==> config.mk <==
export PLATFORM = sky130hd
export DESIGN_NAME = reg_file_mp
export DESIGN_NICKNAME = d
export VERILOG_FILES = /design/src/rtl/reg_file_pkg.sv /design/src/rtl/reg_file_clr_seq.sv /design/src/rtl/reg_file_mp.sv
export SDC_FILE = /design/constraint.sdc
export NUM_CORES = 2
export LEC_CHECK = 0
export BUFFER_PORTS_ARGS = -buffer_cell sky130_fd_sc_hd__buf_2
export CORE_MARGIN = 2
export CORE_UTILIZATION = 45
export CTS_BUF_LIST = sky130_fd_sc_hd__clkbuf_4 sky130_fd_sc_hd__clkbuf_8
export DETAILED_ROUTE_END_ITERATION = 8
export HOLD_SLACK_MARGIN = 0.15
export PLACE_DENSITY = 0.6
export SYNTH_ARGS = -nofsm -noshare
export SYNTH_HDL_FRONTEND = slang
export SYNTH_HIERARCHICAL = 1
export SYNTH_SLANG_ARGS = --single-unit
==> constraint.sdc <==
create_clock -name clk -period 4.3 [get_ports clk]
set_input_delay 0.86 -clock clk [delete_from_list [all_inputs] [get_ports clk]]
set_output_delay 0.86 -clock clk [all_outputs]
set_load 0.005 [all_outputs]
==> src/rtl/reg_file_pkg.sv <==
// Shared types and helpers for the multi-port register file and its clear sequencer.
package reg_file_pkg;

  typedef enum logic {
    CLEAR = 1'b0,
    RUN   = 1'b1
  } seq_state_e;

  // Byte-lane merge: take the new byte when its enable is set, else keep the old one.
  function automatic logic [7:0] merge(input logic [7:0] old_b,
                                       input logic [7:0] new_b,
                                       input logic       be);
    return be ? new_b : old_b;
  endfunction

  function automatic bit cfg_legal(input int num_rd, input int data_width);
    return (num_rd >= 1) && (num_rd <= 4) && (data_width > 0) && ((data_width % 8) == 0);
  endfunction

endpackage

==> src/rtl/reg_file_clr_seq.sv <==
// Post-reset clear sequencer: sweeps every entry to zero, then raises ready and stays in RUN.
module reg_file_clr_seq
  import reg_file_pkg::*;
#(
  parameter int ADDR_WIDTH = 5
) (
  input  logic                  clk,
  input  logic                  reset,
  input  logic                  wr_en,
  output logic                  ready,
  output logic                  wr_drop,
  output logic                  clr_we,
  output logic [ADDR_WIDTH-1:0] clr_addr,
  output seq_state_e            state_dbg
);

  seq_state_e            state_q, state_d;
  logic [ADDR_WIDTH-1:0] clr_cnt_q, clr_cnt_d;
  logic                  ready_q, ready_d;
  logic                  wr_drop_q, wr_drop_d;

  always_comb begin
    state_d   = state_q;
    clr_cnt_d = clr_cnt_q;
    wr_drop_d = 1'b0;
    if (state_q == CLEAR) begin
      clr_cnt_d = clr_cnt_q + 1'b1;
      wr_drop_d = wr_en;
      // The last entry is written on this edge, so the array is fully zeroed in RUN.
      if (&clr_cnt_q) state_d = RUN;
    end
    ready_d = (state_d == RUN);
  end

  always_ff @(posedge clk or posedge reset) begin
    if (reset) begin
      state_q   <= CLEAR;
      clr_cnt_q <= '0;
      ready_q   <= 1'b0;
      wr_drop_q <= 1'b0;
    end else begin
      state_q   <= state_d;
      clr_cnt_q <= clr_cnt_d;
      ready_q   <= ready_d;
      wr_drop_q <= wr_drop_d;
    end
  end

  assign ready     = ready_q;
  assign wr_drop   = wr_drop_q;
  assign clr_we    = (state_q == CLEAR);
  assign clr_addr  = clr_cnt_q;
  assign state_dbg = state_q;

endmodule

==> src/rtl/reg_file_mp.sv <==
// Multi-port register file: NUM_RD combinational reads, one byte-enabled write,
// optional bypass and hardwired zero entry, plus a registered watch-window flag.
// Write handshake: wr_en is a one-cycle request; it commits at the edge only when
// ready=1 and at least one byte enable is set, and is never back-pressured.
module reg_file_mp
  import reg_file_pkg::*;
#(
  parameter int DATA_WIDTH = 32,
  parameter int ADDR_WIDTH = 5,
  parameter int NUM_RD     = 2,
  parameter bit ZERO_REG   = 1'b1,
  parameter bit BYPASS     = 1'b1,
  parameter int WATCH_LO   = 13,
  parameter int WATCH_HI   = 14
) (
  input  logic                           clk,
  input  logic                           reset,
  input  logic                           wr_en,
  input  logic [ADDR_WIDTH-1:0]          wr_addr,
  input  logic [DATA_WIDTH-1:0]          wr_data,
  input  logic [DATA_WIDTH/8-1:0]        wr_be,
  input  logic [NUM_RD*ADDR_WIDTH-1:0]   rd_addr,
  output logic [NUM_RD*DATA_WIDTH-1:0]   rd_data,
  output logic                           ready,
  output logic                           watch_hit,
  output logic                           wr_drop
);

  localparam int DEPTH  = 2 ** ADDR_WIDTH;
  localparam int NBYTES = DATA_WIDTH / 8;
  localparam logic [ADDR_WIDTH-1:0] WIN_LO = ADDR_WIDTH'(WATCH_LO);
  localparam logic [ADDR_WIDTH-1:0] WIN_HI = ADDR_WIDTH'(WATCH_HI);

  if (!cfg_legal(NUM_RD, DATA_WIDTH)) begin : g_bad_cfg
    $error("reg_file_mp: NUM_RD must be 1..4 and DATA_WIDTH a multiple of 8");
  end

  logic                  clr_we;
  logic [ADDR_WIDTH-1:0] clr_addr;
  seq_state_e            seq_state;

  reg_file_clr_seq #(.ADDR_WIDTH(ADDR_WIDTH)) u_clr_seq (
    .clk       (clk),
    .reset     (reset),
    .wr_en     (wr_en),
    .ready     (ready),
    .wr_drop   (wr_drop),
    .clr_we    (clr_we),
    .clr_addr  (clr_addr),
    .state_dbg (seq_state)
  );

  logic [DATA_WIDTH-1:0] mem_q [DEPTH];
  logic                  run;
  logic                  commit;
  logic [DATA_WIDTH-1:0] wr_merged;
  logic                  mem_we;
  logic [ADDR_WIDTH-1:0] mem_waddr;
  logic [DATA_WIDTH-1:0] mem_wdata;
  logic                  watch_hit_q, watch_hit_d;

  assign run    = (seq_state == RUN);
  assign commit = run && wr_en && (|wr_be) && !(ZERO_REG && (wr_addr == '0));

  always_comb begin
    wr_merged = mem_q[wr_addr];
    for (int b = 0; b < NBYTES; b++) begin
      wr_merged[8*b +: 8] = merge(mem_q[wr_addr][8*b +: 8], wr_data[8*b +: 8], wr_be[b]);
    end
  end

  // Sweep and commit are mutually exclusive: commits need RUN, the sweep only runs in CLEAR.
  always_comb begin
    mem_we    = clr_we || commit;
    mem_waddr = clr_we ? clr_addr : wr_addr;
    mem_wdata = clr_we ? '0 : wr_merged;
  end

  always_ff @(posedge clk) begin
    if (mem_we) mem_q[mem_waddr] <= mem_wdata;
  end

  always_comb begin
    logic [ADDR_WIDTH-1:0] ra;
    ra      = '0;
    rd_data = '0;
    for (int k = 0; k < NUM_RD; k++) begin
      ra = rd_addr[k*ADDR_WIDTH +: ADDR_WIDTH];
      if (!run || (ZERO_REG && (ra == '0))) begin
        rd_data[k*DATA_WIDTH +: DATA_WIDTH] = '0;
      end else if (BYPASS && commit && (wr_addr == ra)) begin
        rd_data[k*DATA_WIDTH +: DATA_WIDTH] = wr_merged;
      end else begin
        rd_data[k*DATA_WIDTH +: DATA_WIDTH] = mem_q[ra];
      end
    end
  end

  assign watch_hit_d = commit && (wr_addr >= WIN_LO) && (wr_addr <= WIN_HI);

  always_ff @(posedge clk or posedge reset) begin
    if (reset) watch_hit_q <= 1'b0;
    else       watch_hit_q <= watch_hit_d;
  end

  assign watch_hit = watch_hit_q;

endmodule

==> results.json <==
{
  "grt_usage_pct": 33.3,
  "die_w_um": 362,
  "ir_drop_uv": 294,
  "synth_warnings": 6,
  "whs_path_depth": 2,
  "top_layer": "met5",
  "worst-path-max-fanout": 46,
  "clock_latency_ns": 0.90,
  "status": "finished with violations",
  "via_count": 39653,
  "clock.fmax_ghz": 0.232,
  "finalPower_mw": 23.6,
  "synth_sequential_area_ratio_pct": 53.7,
  "cp_slowest_cell": "mux2_2",
  "worst_pin_slew_ns": 1.21,
  "antenna_found_initial": 9,
  "htree_levels": 4,
  "wl_met3_um": 28200,
  "async_reset_ff_share_pct": 0.775,
  "worstHoldStart": "wr_en",
  "cp.required_ns": 3.44,
  "ys_types": 76,
  "path_clk_slew_ns": 0.06,
  "grt_overflow": 0,
  "min_delay_worst_endpoint": "u_clr_seq/wr_drop",
  "syn_area_um2": 57600,
  "fin_nets": 3654,
  "met2WireLength_um": 98800,
  "violations": "setup timing",
  "r2r_end": "mem_q[14][4]",
  "drive_gt1_share_pct": 41.6,
  "place_congestion": 0.936,
  "ioPinCount": 121,
  "utilization_pct": 51.7,
  "initial_core_util_pct": 45.2,
  "fin_ws_ns": -0.0124,
  "io_buffers": 120,
  "worstSetupEndpointType": "output pin",
  "core_area_um2": 127000,
  "route.detailed.drc": 0,
  "crit_type": "input port to output pin",
  "avgSynthCellArea_um2": 17.6,
  "crit_top_cell": "buf_12",
  "fin_skew_ns": 0.0477,
  "fin_crit_sh_pct": 100,
  "grt_pass1_wl_um": 305000,
  "initialDrtViolationCount": 6635,
  "reg2regPathDepth": 7,
  "p_leak_nw": 21.8,
  "syn_nets": 3330,
  "hold_viol": 0,
  "m1WireLength_um": 79100,
  "hpwl_um": 134000,
  "rows": 131,
  "cts-buffers-inserted": 178,
  "grt_pass1_vias": 39805,
  "start_kind": "input port",
  "cts_root_buf": "clkbuf_8",
  "maxSlewHeadroom_pct": 19.4,
  "cts_tree": "yes",
  "grt_max_degree": 83,
  "synth-edff-count": 1024,
  "synth-main-ff-cell": "edfxtp_1",
  "hold_path_class": "input port to register",
  "die-height_um": 362,
  "finalSetupViolations": 1,
  "worstPathArrival_ns": 3.45,
  "cp_cell_sequence": "buf_8 > buf_12 > buf_12 > mux2_2 > a31oi_2 > o211ai_1 > o221ai_1 > o22ai_1 > buf_2",
  "max_stage_delay_ns": 0.49,
  "p_per_area_nw_per_um2": 359,
  "cts_sinks": 1032,
  "drv_cap": 0,
  "dr.pass1.iters": 9,
  "slew_violations": 0,
  "r2r-start": "u_clr_seq/ready",
  "tns_ns": -0.0124,
  "detail-route-antenna-nets": 0,
  "rsz0062_at_grt": "false",
  "dieArea_um2": 131000,
  "syn-instance-count": 3274,
  "cts_buffer_depth": 3,
  "vias_per_cell": 7.34,
  "wl_per_cell_um": 40.2,
  "fin_crit_ns": 4.31,
  "ys_ff_latch": 1032,
  "areaGrowthSynthToFinish_pct": 14.2,
  "postRouteWirelength_um": 217000,
  "reg2reg_slack_ns": 0.91
}
## per-layer routing
layer  vias up  global-route usage, %
met5         -                      0
met4        14                   14.8
met3       651                   8.49
met2      3255                   50.8
met1     20818                   45.3
li1      14915                      -
## placed cells by master (no fill, tap or decap), drive strengths merged, types with 76 or more instances in the layout
cell and count:
edfxtp 1024, mux4 699, buf 449, mux2i 298, clkbuf 227, nand2 102, nor2 99, a21oi 85
o21ai 84, a22oi 80, clkinv 76
## worst max path at each step
| stage | endpoint | slack (ns) | from |
|---|---|---|---|
| final | rd_data[52] | -0.01 | wr_addr[2] |
| after floorplan | mem_q[3][0] | 0.34 | wr_addr[0] |
| after global routing | rd_data[52] | 0.001 | wr_addr[2] |
| after global placement | rd_data[52] | -0.16 | wr_addr[2] |
| after CTS | rd_data[57] | 0.03 | u_clr_seq/ready |
| after detailed placement | rd_data[52] | -0.13 | wr_addr[2] |
## where the power goes
group          internal, mW  switching [mW]
Combinational          1.35            1.92
Clock                  4.74            4.21
Sequential             11.3          0.0443
Total                  17.4            6.17
## metrics by stage
stage	hold slack [ns]	setup WS [ns]	std cells	cell area [um^2]
after floorplan	0.487	0.340	3274	57600
after global placement	0.506	-0.157	5079	62300
after detailed placement	0.519	-0.134	5079	62300
after CTS	0.231	0.0275	5398	65800
after global routing	0.267	0.000995	5399	65800
final	0.279	-0.0124	5400	65800
## critical path, delay by kind of cell
kind	cells	cell delay, ns
buf+inv	4	0.88
mux	1	0.49
compound gates	4	1.15
## final cells by class
type                       count  area (um^2)
fill                       10254        61600
antenna                        2         5.00
multi-input combinational   1909        25100
clock buffer                 226         2840
tap                         1662         2080
inverter                      26          101
sequential                  1032        31000
clock inverter                92          604
timing repair buffer         451         4120
## Yosys cell counts, drive strengths merged, types with 5 or more instances
library cell,n,area share [%]
a2111oi,9,0.29
a211oi,25,0.33
a21oi,85,0.74
a221o,24,0.42
a221oi,23,0.37
a22o,9,0.14
a22oi,80,1.1
a31oi,13,0.14
a32oi,7,0.11
and2,11,0.12
and3,5,0.054
buf,205,2.5
clkbuf,102,0.67
dfrtp,8,0.35
edfxtp,1024,53
inv,26,0.17
mux2,62,1.2
mux2i,298,5.2
mux4,699,27
nand2,102,0.67
nand2b,9,0.11
nand3,33,0.29
nand4,5,0.054
nor2,99,0.65
nor2b,21,0.23
nor3,14,0.12
o211ai,12,0.16
o21ai,84,0.73
o21bai,13,0.17
o221ai,37,0.56
o22ai,61,0.67
o2bb2ai,7,0.11
o31ai,5,0.065
or4,5,0.065
xnor2,9,0.15
## cell families after synthesis
logic type	share of synthesized area, %
DFF	53.7
buffers and inverters	3.30
adders and majority gates	0.0434
AOI/OAI and AO/OA	6.37
xor gates and xnor gates	0.211
and+or+nand+nor	2.59
muxes	33.7
## flip-flops by register name, indices dropped and copies added (netlist names)
name and count:
mem_q 1024, u_clr_seq/clr_addr 5, watch_hit 1, u_clr_seq/wr_drop 1
u_clr_seq/ready 1
## timing repair
item,CTS,global route
pin swaps,0,0
setup buffers,0,0
setup endpoints to repair,10,7
cloned,0,0
hold endpoints to repair,8,0
hold buffers,1,0
gates resized for setup,7,5
Power figures use the tool's default switching activity.
